[config.mk]
export PLATFORM = sky130hd
export DESIGN_NAME = uart_scon_bank
export DESIGN_NICKNAME = d
export VERILOG_FILES = /design/src/rtl/uart_scon_bank.sv
export SDC_FILE = /design/constraint.sdc
export NUM_CORES = 1
export LEC_CHECK = 0
export BUFFER_PORTS_ARGS = -buffer_cell sky130_fd_sc_hd__buf_2
export CORE_AREA = 4 4 56 58
export CTS_CLUSTER_SIZE = 12
export DETAILED_ROUTE_END_ITERATION = 6
export DIE_AREA = 0 0 60 62
export GPL_TIMING_DRIVEN = 0
export PLACE_DENSITY = 0.75
export SLEW_MARGIN = 20
export SYNTH_ARGS = -nofsm -noshare
export SYNTH_HDL_FRONTEND = slang
export SYNTH_SLANG_ARGS = --single-unit
[constraint.sdc]
create_clock -name clk -period 4.95 [get_ports clk]
set_clock_uncertainty 0.05 [all_clocks]
set_input_delay 1.485 -clock clk [delete_from_list [all_inputs] [get_ports clk]]
set_output_delay 1.485 -clock clk [all_outputs]
set_load 0.01 [all_outputs]
[src/rtl/uart_scon_bank.sv]
// Multi-channel SCON register bank on the 8-bit SFR bus.
// Hardware-set TI/RI/RB8 flags, per-channel receive overrun detection, and a
// registered round-robin arbiter that reports one pending channel to the CPU.
module uart_scon_bank #(
  parameter int unsigned       NUM_CH    = 2,
  parameter int unsigned       ADDR_W    = 8,
  parameter logic [ADDR_W-1:0] SCON_BASE = 8'h98,
  parameter logic [ADDR_W-1:0] STAT_ADDR = 8'hA8,
  parameter logic [ADDR_W-1:0] ID_ADDR   = 8'hA9,
  parameter int unsigned       CHW       = 3
) (
  input  logic                  clk,
  input  logic                  rst_n,
  input  logic [7:0]            din,
  input  logic [ADDR_W-1:0]     ab,
  input  logic                  rd_n,
  input  logic                  wr_n,
  input  logic [NUM_CH-1:0]     ti,
  input  logic [NUM_CH-1:0]     ri,
  input  logic [NUM_CH-1:0]     set_rb8,
  input  logic [NUM_CH-1:0]     rb8,
  output logic [7:0]            dout,
  output logic [2*NUM_CH-1:0]   sm,
  output logic [NUM_CH-1:0]     sm2,
  output logic [NUM_CH-1:0]     ren,
  output logic [NUM_CH-1:0]     tb8,
  output logic [NUM_CH-1:0]     scon_ri,
  output logic [NUM_CH-1:0]     int_ch,
  output logic                  int_uart,
  output logic [CHW-1:0]        int_id,
  output logic                  int_valid
);

  logic [7:0]        scon     [NUM_CH];
  logic [7:0]        scon_nxt [NUM_CH];
  logic [NUM_CH-1:0] sel_scon;
  logic [NUM_CH-1:0] ovr;
  logic [NUM_CH-1:0] ovr_nxt;
  logic [NUM_CH-1:0] ovr_set;
  logic [NUM_CH-1:0] ovr_clr;
  logic              sel_stat;
  logic              sel_id;
  logic              we;
  logic [CHW-1:0]    id_nxt;
  logic              valid_nxt;
  logic              cur_pending;
  logic              found;

  // Address decode for SCON channels and the two bank-wide registers.
  always_comb begin
    we       = !wr_n;
    sel_stat = (ab == STAT_ADDR);
    sel_id   = (ab == ID_ADDR);
    sel_scon = '0;
    for (int unsigned i = 0; i < NUM_CH; i++) begin
      sel_scon[i] = (ab == ADDR_W'(32'(SCON_BASE) + 2 * i));
    end
  end

  // Next SCON/overrun state: CPU write supplies bits 7:3, hardware events
  // override bits 2:0 so a flag raised during a write is never lost.
  always_comb begin
    logic       wr_i;
    logic [7:0] base;
    ovr_set = '0;
    for (int unsigned i = 0; i < NUM_CH; i++) begin
      wr_i = we && sel_scon[i];
      base = wr_i ? din : scon[i];
      scon_nxt[i] = base;
      if (ti[i])      scon_nxt[i][1] = 1'b1;
      if (ri[i])      scon_nxt[i][0] = 1'b1;
      if (set_rb8[i]) scon_nxt[i][2] = rb8[i];
      ovr_set[i] = ri[i] && scon[i][0] && !(wr_i && !din[0]);
    end
    ovr_clr = (we && sel_stat) ? din[NUM_CH-1:0] : '0;
    ovr_nxt = (ovr & ~ovr_clr) | ovr_set;
  end

  // Register bank and overrun flags.
  always_ff @(posedge clk or negedge rst_n) begin
    if (!rst_n) begin
      for (int unsigned i = 0; i < NUM_CH; i++) scon[i] <= '0;
      ovr <= '0;
    end else begin
      for (int unsigned i = 0; i < NUM_CH; i++) scon[i] <= scon_nxt[i];
      ovr <= ovr_nxt;
    end
  end

  // Fan SCON fields out to the per-channel control outputs.
  always_comb begin
    sm      = '0;
    sm2     = '0;
    ren     = '0;
    tb8     = '0;
    scon_ri = '0;
    int_ch  = '0;
    for (int unsigned i = 0; i < NUM_CH; i++) begin
      sm[2*i +: 2] = scon[i][7:6];
      sm2[i]       = scon[i][5];
      ren[i]       = scon[i][4];
      tb8[i]       = scon[i][3];
      scon_ri[i]   = scon[i][0];
      int_ch[i]    = scon[i][1] | scon[i][0];
    end
    int_uart = |int_ch;
  end

  // Round-robin search: hold a still-pending grant, otherwise scan from the
  // channel after int_id, wrapping, and ending on int_id itself.
  always_comb begin
    int unsigned idx;
    cur_pending = 1'b0;
    for (int unsigned i = 0; i < NUM_CH; i++) begin
      if (int_id == CHW'(i)) cur_pending = int_ch[i];
    end
    id_nxt    = int_id;
    valid_nxt = 1'b0;
    found     = 1'b0;
    idx       = 0;
    if (int_valid && cur_pending) begin
      valid_nxt = 1'b1;
    end else begin
      for (int unsigned k = 1; k <= NUM_CH; k++) begin
        idx = (32'(int_id) + k) % NUM_CH;
        for (int unsigned j = 0; j < NUM_CH; j++) begin
          if (!found && (j == idx) && int_ch[j]) begin
            found  = 1'b1;
            id_nxt = CHW'(j);
          end
        end
      end
      valid_nxt = found;
    end
  end

  // Arbiter state register.
  always_ff @(posedge clk or negedge rst_n) begin
    if (!rst_n) begin
      int_id    <= '0;
      int_valid <= 1'b0;
    end else begin
      int_id    <= id_nxt;
      int_valid <= valid_nxt;
    end
  end

  // SFR read mux; zero when nothing is selected or the read strobe is idle.
  always_comb begin
    dout = '0;
    if (!rd_n) begin
      if (sel_stat) dout[NUM_CH-1:0] = ovr;
      if (sel_id) begin
        dout[7]       = int_valid;
        dout[CHW-1:0] = int_id;
      end
      for (int unsigned i = 0; i < NUM_CH; i++) begin
        if (sel_scon[i]) dout = scon[i];
      end
    end
  end

endmodule

==> key figures <==
Status
  – Run status: completed

Clock network
  – Number of buffers created by CTS: 3
  – H-tree depth: 1
  – Root Buffer: clkbuf_4
  – Hold Buf Count CTS: 0
  – CTS Buffer Depth: 2
  – Clk Latency, worst-skew pair: 0.30 ns
  – CTS Sinks: 20
  – Resize count post-CTS: 0
  – Post-CTS Setup Inserts: 0
  – CTS clk-pin slew, worst paths: 0.11 ns
  – TritonCTS clock tree: yes

Setup path
  – Setup CP Type: in2out
  – CP max FO: 7
  – CP required: 3.41 ns
  – Data arrival, critical path: 3.19 ns
  – CP Capture Type: output port
  – Worst setup SP type: input pin

Global route
  – Global-route wire length before repair: 4930 µm
  – GRT Total Usage: 17.5%
  – Antenna violations before repair: 0
  – Grt ovf: 0
  – Vias in the first global route: 1114
  – Largest net degree at the start of global routing: 21

Place
  – Pre-CTS setup slack: 0.241 ns
  – Final RePlAce weighted congestion: around 0.8
  – Inst Count DP: 201
  – Placed Area: between 0.0015 and 0.002 mm²
  – Buffers on Ports: just over 50
  – Dpl hpwl: 2320 µm

Routing
  – Wirelength, routed: between 2000 and 3000 µm
  – Vias per Instance: 5.25
  – 1st-iter DRT viols: 55
  – Antenna Nets Post-Route: 0
  – Residual DRC: 0
  – DRT Pass-1 Iters: 4
  – WL/cell: 14.4 µm
  – DR vias: 1072

Pwr
  – PD cells: around 200 mW/mm²
  – VDD IR max: about 170 µV
  – Static leakage: 0.781 nW
  – Final Power: 300 µW

Timing
  – Final setup fails: 0
  – Unrepaired setup endpoints after global routing: no
  – Post-route setup slack: 0.226 ns
  – Slew headroom: 58.6%
  – Hold Vio Cnt, Final: 0
  – Fmax: 0.212 GHz
  – Fin crit share: between 90% and 100%
  – Worst slew pin tran: 0.618 ns
  – Minimum clock period: 4.72 ns
  – Setup TNS: 0 ns
  – Slew Viols, Final: 0

Floorplan
  – Rows: 19
  – I/O Pins: 55
  – Die Area: 0.00372 mm²
  – Starting Density: 45.6%
  – Die height: 62 µm
  – Core footprint: 0.00266 mm²
  – Die W: 60 µm

Cells and area
  – Commonest non-fill, non-tap cell in the layout: buf_2
  – Area growth syn-to-layout: 26.4%
  – # nets final: 203
  – Most frequent cells in the layout: 51 x buf_2, 20 x dfrtp_1, 14 x buf_4
  – Layout fillers: 255
  – Post-Layout Cell Count: 204
  – Final instance area: 0.00154 mm²
  – Layout cells sized above 1: 52.6%
  – # diodes: 0

Yosys
  – Yosys warning total: 0
  – Cell Area, Synth: approximately 0.0012 mm²
  – Post-Syn Area per Cell: between 10 and 15 µm²
  – Register area share after synthesis: 41.2%
  – Synth Instances: 118
  – Cell variety after synth: 35
  – Yosys reg bits: 20

Job
  – Max Cap Viol: 0

Worst hold path
  – Hold Path Class: reg2reg
-- metal layers --
metal,GRT usage (%),part of all wire [%],vias up,wire length [µm]
met5,0,0,-,0
met4,5.70,1.1,0,31
met3,3.10,9.9,5,289
met2,29.5,47,50,1370
met1,22.8,42,506,1240
li1,-,-,511,-
-- cell families (layout without fill, tap and decap cells) --
kind of cell | after synthesis | after routing | synth area share, %
other cells | 1 | 2 | 0.309
simple gates | 37 | 37 | 20.9
mux | 13 | 13 | 12.0
flops | 20 | 20 | 41.2
buf+inv | 24 | 78 | 12.4
compound gates | 23 | 23 | 13.2
-- registers in the layout (all words and copies together), names as in the netlist --
| signal | cells |
|---|---|
| int_id | 1 |
| int_valid | 1 |
| ovr | 2 |
| ren | 2 |
| scon | 4 |
| scon_ri | 2 |
| sm | 4 |
| sm2 | 2 |
| tb8 | 2 |
-- layout make-up --
cell class              count  area, µm²  share of cell area, %
multi-input cells          75        568                   37.0
flip-flops and latches     20        500                   32.6
well taps                  31       38.8                   2.53
inverters                   6       22.5                   1.47
repair buffers             51        255                   16.6
plain buffers              18        128                   8.31
clock buffers               3       22.5                   1.47
-- synth_stat cells --
library cell | n | area, µm²
o21ai_0 | 2 | 10.0
inv_1 | 6 | 22.5
or2_2 | 4 | 25.0
o22ai_1 | 1 | 6.26
nor4b_1 | 1 | 8.76
a21oi_1 | 5 | 25.0
and3_2 | 1 | 7.51
o21a_1 | 1 | 7.51
nor3_4 | 1 | 16.3
nor2_1 | 11 | 41.3
nand4bb_4 | 1 | 27.5
a211oi_1 | 1 | 7.51
nand3_1 | 2 | 10.0
conb_1 | 1 | 3.75
buf_1 | 1 | 3.75
o21bai_1 | 2 | 15.0
nor3b_1 | 1 | 7.51
o2bb2ai_1 | 1 | 8.76
buf_4 | 14 | 105
a211o_1 | 1 | 8.76
clkbuf_1 | 2 | 7.51
mux2_2 | 13 | 146
dfrtp_1 | 20 | 500
a22oi_1 | 5 | 37.5
nor3_1 | 4 | 20.0
nand4bb_1 | 1 | 11.3
a32oi_1 | 2 | 17.5
a221oi_1 | 1 | 8.76
buf_6 | 1 | 11.3
nor4bb_1 | 1 | 10.0
nand2_1 | 5 | 18.8
nor2b_1 | 2 | 12.5
or4b_4 | 1 | 13.8
nor4b_4 | 1 | 23.8
o211ai_1 | 1 | 7.51
-- critical path, stage by stage --
cell and delay (ns):
buf_2 0.13, or4b_4 0.57, nor2_1 0.47, a221oi_1 0.18
nor3_1 0.19, buf_2 0.16
-- stage by stage --
stage,hold WS [ns],utilization (%)
CTS,0.457,57.7
finish,0.454,57.7
floorplan,0.406,-
global placement,0.425,56.8
detailed placement,0.430,56.8
global route,0.488,57.7
-- worst paths after layout --
kind	from	to	slack (ns)	cells after the start
worst max-delay path	ab[1]	dout[0]	0.23	6
worst min register to register	ovr[1]	ovr[1]	0.45	1
worst max register to register	scon_ri[0]	int_valid	3.60	3
worst min-delay path	ovr[1]	ovr[1]	0.45	1
min in group asynchronous	rst_n	scon_ri[1]	1.07	1
max in group asynchronous	rst_n	int_id[0]	3.46	1
-- power by group --
| part | total, mW | switching (mW) | leakage (nW) | internal, mW |
|---|---|---|---|---|
| clock network | 0.0761 | 0.0478 | 0.0138 | 0.0284 |
| registers | 0.174 | 0.00477 | 0.234 | 0.170 |
| logic | 0.0495 | 0.0235 | 0.534 | 0.0260 |
(Power assumes the default switching activity.)
